**src/rtl/prio_encoder_pend_if.sv**
```systemverilog
// Request/offer bundle for prio_encoder_pend: request side in master, encoder side in slave.
interface prio_encoder_pend_if #(
  parameter int unsigned N = 8
) ();
  localparam int unsigned W = $clog2(N);

  logic         en;
  logic [N-1:0] req;
  logic [N-1:0] mask;
  logic         out_valid;
  logic         out_ready;
  logic [W-1:0] out_idx;
  logic         gs;
  logic [N-1:0] pend;

  modport master (
    output en, req, mask, out_ready,
    input  out_valid, out_idx, gs, pend
  );

  modport slave (
    input  en, req, mask, out_ready,
    output out_valid, out_idx, gs, pend
  );
endinterface

```
**src/rtl/prio_encoder_pend.sv**
```systemverilog
// Registered priority encoder: latches requests into pending bits and offers one
// unmasked index (fixed or round-robin) on a valid/ready handshake.
module prio_encoder_pend #(
  parameter int unsigned N    = 8,
  parameter int unsigned RR   = 0,
  parameter int unsigned EDGE = 0
) (
  input logic                clk,
  input logic                rst,
  prio_encoder_pend_if.slave bus
);
  localparam int unsigned W = $clog2(N);

  typedef enum logic {IDLE, OFFER} state_t;

  state_t       state, state_next;
  logic [N-1:0] pend, req_q, set_vec, clr_vec, cand;
  logic [W-1:0] out_idx, idx_next, ptr, ptr_next;
  logic [W-1:0] fix_idx, rr_idx, sel_idx, scan_idx;
  logic [W:0]   scan_sum;
  logic         rr_found;

  assign cand    = pend & bus.mask;
  assign set_vec = (EDGE != 0) ? (bus.req & ~req_q) : bus.req;

  // Highest set index wins: later iterations overwrite earlier ones.
  always_comb begin
    fix_idx = '0;
    for (int unsigned i = 0; i < N; i++) begin
      if (cand[i]) fix_idx = W'(i);
    end
  end

  // Scan upward from ptr+1, wrapping modulo N; first hit wins.
  always_comb begin
    rr_idx   = '0;
    rr_found = 1'b0;
    scan_sum = '0;
    scan_idx = '0;
    for (int unsigned k = 1; k <= N; k++) begin
      scan_sum = {1'b0, ptr} + (W+1)'(k);
      scan_idx = (scan_sum >= (W+1)'(N)) ? W'(scan_sum - (W+1)'(N)) : W'(scan_sum);
      if (!rr_found && cand[scan_idx]) begin
        rr_idx   = scan_idx;
        rr_found = 1'b1;
      end
    end
  end

  assign sel_idx = (RR != 0) ? rr_idx : fix_idx;

  always_comb begin
    state_next = state;
    idx_next   = out_idx;
    ptr_next   = ptr;
    clr_vec    = '0;
    case (state)
      IDLE: begin
        if (bus.en && (cand != '0)) begin
          idx_next   = sel_idx;
          state_next = OFFER;
        end
      end
      OFFER: begin
        if (bus.out_ready) begin
          clr_vec[out_idx] = 1'b1;
          if (RR != 0) ptr_next = out_idx;
          state_next = IDLE;
        end
      end
      default: state_next = IDLE;
    endcase
  end

  // Set is OR-ed after the clear so a same-cycle re-request keeps the bit pending.
  always_ff @(posedge clk or posedge rst) begin
    if (rst) begin
      state   <= IDLE;
      pend    <= '0;
      req_q   <= '0;
      out_idx <= '0;
      ptr     <= W'(N - 1);
    end else begin
      state   <= state_next;
      pend    <= (pend & ~clr_vec) | set_vec;
      req_q   <= bus.req;
      out_idx <= idx_next;
      ptr     <= ptr_next;
    end
  end

  assign bus.out_valid = (state == OFFER);
  assign bus.out_idx   = out_idx;
  assign bus.pend      = pend;
  assign bus.gs        = bus.en & (|cand);
endmodule

```
**src/flat_wrapper.sv**
```systemverilog
// flat-port wrapper written by rule: the top's interface ports become plain ports
module prio_encoder_pend_flat 
#(
  parameter int unsigned N    = 8,
  parameter int unsigned RR   = 0,
  parameter int unsigned EDGE = 0
)
  (clk, rst, bus_en, bus_req, bus_mask, bus_out_ready, bus_out_valid, bus_out_idx, bus_gs, bus_pend);
  prio_encoder_pend_if #(.N(N)) bus_i ();
  input logic clk;
  input logic rst;
  input wire logic [$bits(bus_i.en)-1:0] bus_en;
  input wire logic [$bits(bus_i.req)-1:0] bus_req;
  input wire logic [$bits(bus_i.mask)-1:0] bus_mask;
  input wire logic [$bits(bus_i.out_ready)-1:0] bus_out_ready;
  output wire logic [$bits(bus_i.out_valid)-1:0] bus_out_valid;
  output wire logic [$bits(bus_i.out_idx)-1:0] bus_out_idx;
  output wire logic [$bits(bus_i.gs)-1:0] bus_gs;
  output wire logic [$bits(bus_i.pend)-1:0] bus_pend;
  assign bus_i.en = bus_en;
  assign bus_i.req = bus_req;
  assign bus_i.mask = bus_mask;
  assign bus_i.out_ready = bus_out_ready;
  assign bus_out_valid = bus_i.out_valid;
  assign bus_out_idx = bus_i.out_idx;
  assign bus_gs = bus_i.gs;
  assign bus_pend = bus_i.pend;
  prio_encoder_pend #(.N(N), .RR(RR), .EDGE(EDGE)) u_core (.clk(clk), .rst(rst), .bus(bus_i));
endmodule
```
**config.mk**
```make
export PLATFORM = sky130hd
export DESIGN_NAME = prio_encoder_pend_flat
export DESIGN_NICKNAME = d
export VERILOG_FILES = /design/src/rtl/prio_encoder_pend_if.sv /design/src/rtl/prio_encoder_pend.sv /design/src/flat_wrapper.sv
export SDC_FILE = /design/constraint.sdc
export NUM_CORES = 1
export LEC_CHECK = 0
export ABC_AREA = 1
export BUFFER_PORTS_ARGS = -buffer_cell sky130_fd_sc_hd__buf_2
export CAP_MARGIN = 20
export CORE_MARGIN = 5
export CORE_UTILIZATION = 42
export DETAILED_ROUTE_END_ITERATION = 10
export PLACE_DENSITY_LB_ADDON = 0.15
export SLEW_MARGIN = 20
export SYNTH_ARGS = -nofsm -noshare
export SYNTH_HDL_FRONTEND = slang
export SYNTH_SLANG_ARGS = --single-unit
export TNS_END_PERCENT = 20
```
**constraint.sdc**
```tcl
create_clock -name clk -period 1.2 [get_ports clk]
set_input_delay 0.12 -clock clk [delete_from_list [all_inputs] [get_ports clk]]
set_output_delay 0.12 -clock clk [all_outputs]
set_load 0.005 [all_outputs]
```
==> reports/qor.tcl <==
set qor(fin_cells) 145
set qor(synth.yosys.seq_area_share_pct) 48.5
set qor(timing.final.ws_setup_ns) -0.163
set qor(outcome) {finished, violations left}
set qor(root_buffer) {clkbuf_4}
set qor(totalNegativeSetupSlack_ns) -0.297
set qor(grt_setup_unrepaired) {yes}
set qor(die_width_um) 48.4
set qor(final_cell_area_um2) 971
set qor(post-route-drc-count) 0
set qor(first_global_vias) 678
set qor(crit_path_start_kind) {register}
set qor(hold_viol) 0
set qor(number_of_cells_produced_by_synthesis) 82
set qor(syn_area_um2) 619
set qor(post_synth_and_or_nand_nor_area_fraction_pct) 31.7
set qor(crit_required_ns) 1.08
set qor(cts_tree) {built}
set qor(num_vias) 707
set qor(maximum_number_of_pins_on_one_net_before_global_route_repair) 13
set qor(violations_in_the_final_reports) {setup timing}
set qor(route.detailed.vias_per_inst) 4.88
set qor(critical_path_arrival_ns) 1.24
set qor(final.hold.worst_slack_ns) 0.0251
set qor(cts-buffers-inserted) 3
set qor(hpwl_um) 1260
set qor(netlist_cell_types) 14
set qor(timing_worst_setup_path_type) {reg2out}
set qor(final.period_utilization_pct) 114
set qor(synth_top_family_by_area) {simple AND/OR/NAND/NOR gates}
set qor(cap_violations) 0
set qor(die-height_um) 48.4
set qor(fp.dieArea_mm2) 0.00234
set qor(finalClockSkew_ns) 0.000614
set qor(grt.overflow.total) 0
set qor(drtPass1Iterations) 4
set qor(shortest_period_the_worst_path_allows_ns) 1.36
set qor(start_util_pct) 45.9
set qor(design_power_total_mw) 1.14
set qor(clkTransAtPathRegs_ns) 0.08
set qor(floorplan.core_area_mm2) 0.00135
set qor(insertion_delay_ns) 0.27
set qor(antenna_found_initial) 0
set qor(syn_avg_cell_area_um2) 7.55
set qor(gr-usage-all-layers_pct) 16.3
set qor(diodes) 0
set qor(finish.net_count) 151
set qor(min_delay_path_class) {in2reg}
set qor(post_synthesis_share_of_cell_area_spent_on_full_adders_half_adders_and_majority_gates_pct) 0
set qor(dp.cells) 129
set qor(crit_path_max_fanout) 2
set qor(slew-limit-headroom_pct) 68.1
set qor(finalSetupViolCount) 5
set qor(areaGrowthSynthToFinish_pct) 56.8
set qor(synth_fp_nets) 102
set qor(postPlaceCellArea_um2) 798
set qor(drv_slew) 0
set qor(drtIter0Drc) 9
set qor(globalplace.congestion) 0.794
set qor(cts.htree.levels) 1
set qor(postRouteWirelength_um) 1910
set qor(num-fill-cells) 117
set qor(total_leakage_power_nw) 0.510
set qor(timing_worst_slew_pin_value_ns) 0.477
set qor(rows) 13
set qor(postSynthRegisterBits) 12
set qor(first_pass_grt_wire_length_um) 3060
set qor(compound_gate_fraction_of_synth_area_pct) 10.3
set qor(port_buffers) 32
set qor(peakVddDrop_mv) 0.846
set qor(clock_path_buffers) 2
set qor(pin_count) 33
set qor(post_route_cells_drive_above_1_share_pct) 50.8
set qor(synthXorXnorAreaFrac_pct) 0
set qor(post_synth_mux_area_share_pct) 0
set qor(synth-warning-count) 0
set qor(detail-route-antenna-nets) 0
set qor(routedWlPerCell_um) 13.1
set qor(cts_sinks) 12
set qor(max_freq_mhz) 734
set qor(crit_path_end_kind) {primary output}
set qor(power-per-cell-area_mw_per_mm2) 1170
==> where the power goes <==
group / internal, mW / switching [mW] / total (mW)
logic: 0.143 / 0.170 / 0.313
clock network: 0.184 / 0.144 / 0.328
registers: 0.449 / 0.0477 / 0.497
total: 0.776 / 0.361 / 1.14
==> sequential cells by signal (all words and copies together), names as in the netlist <==
register	flops
u_core.bus.out_valid	1
u_core.bus.out_idx	3
u_core.bus.pend	8
==> metrics by stage <==
step	utilization, %	setup WS (ns)
after floorplan	-	0.144
after global placement	59.1	0.0959
final	71.9	-0.163
after CTS	70.0	-0.168
after global routing	71.9	-0.221
after detailed placement	59.1	0.0531
==> cell type report <==
| type | instances | area (um^2) | share of cell area [%] |
|---|---|---|---|
| inverter | 15 | 58.8 | 6.06 |
| multi-input combinational | 55 | 285 | 29.4 |
| clock buffer | 4 | 36.3 | 3.74 |
| sequential | 12 | 302 | 31.1 |
| timing repair buffer | 44 | 270 | 27.8 |
| tap | 15 | 18.8 | 1.93 |
==> cells in the mapped netlist <==
| library cell | count | area, um^2 |
|---|---|---|
| a31o_2 | 1 | 8.76 |
| nand3b_1 | 1 | 7.51 |
| o21ai_0 | 9 | 45.0 |
| nand2_4 | 1 | 11.3 |
| nand2_1 | 32 | 120 |
| inv_1 | 14 | 52.6 |
| o21ai_1 | 2 | 10.0 |
| nor2_2 | 1 | 6.26 |
| dfrtp_1 | 12 | 300 |
| nor2_1 | 1 | 3.75 |
| nand3_1 | 1 | 5.00 |
| nor2_4 | 1 | 11.3 |
| inv_4 | 1 | 6.26 |
| nand2_2 | 5 | 31.3 |
==> logic make-up (layout without fill, tap and decap cells) <==
kind of cell | count (synthesis) | after routing
AO/OA/AOI/OAI | 12 | 12
flip-flops | 12 | 12
buffers and inverters | 15 | 63
AND/OR/NAND/NOR | 43 | 43
==> worst max-delay path: stages (launching register included) <==
cell	delay [ns]
dfrtp_1	0.40
nand2_2	0.10
nand2_2	0.08
nor2_4	0.12
nand2_2	0.07
nand2_4	0.08
inv_4	0.03
buf_6	0.10
==> final timing paths <==
kind,from,end,slack (ns),depth (start not counted)
worst max-delay path,u_core.bus.pend[7],bus_gs,-0.16,7
worst min-delay path,bus_req[7],u_core.bus.pend[7],0.03,3
worst max register to register,u_core.bus.pend[7],u_core.bus.out_idx[2],-0.10,10
worst min register to register,u_core.bus.pend[1],u_core.bus.pend[1],0.53,2
max in group asynchronous,rst,u_core.bus.out_valid,0.44,3
min in group asynchronous,rst,u_core.bus.pend[5],0.41,3
==> routing by layer <==
layer	wire length [um]	part of all wire (%)	GRT usage, %
met1	718	38	18.6
met2	1010	53	28.3
met3	162	8.5	4.89
met4	13	0.68	5.53
met5	0	0	0
==> layout by cell type (no fill, tap or decap), drive strengths merged <==
| master | instances |
|---|---|
| nand3 | 1 |
| dlygate4sd3 | 1 |
| o21ai | 11 |
| buf | 43 |
| nor2 | 3 |
| nand2 | 38 |
| clkbuf | 4 |
| a31o | 1 |
| dfrtp | 12 |
| inv | 15 |
| nand3b | 1 |
==> repair_timing <==
action	in CTS	in global routing
gates cloned	0	0
resized for setup	9	6
pin swaps	5	1
setup buffers	10	1
hold buffers	1	0
setup endpoints to repair	1	9
hold endpoints to repair	12	0
Power figures use the tool's default switching activity.
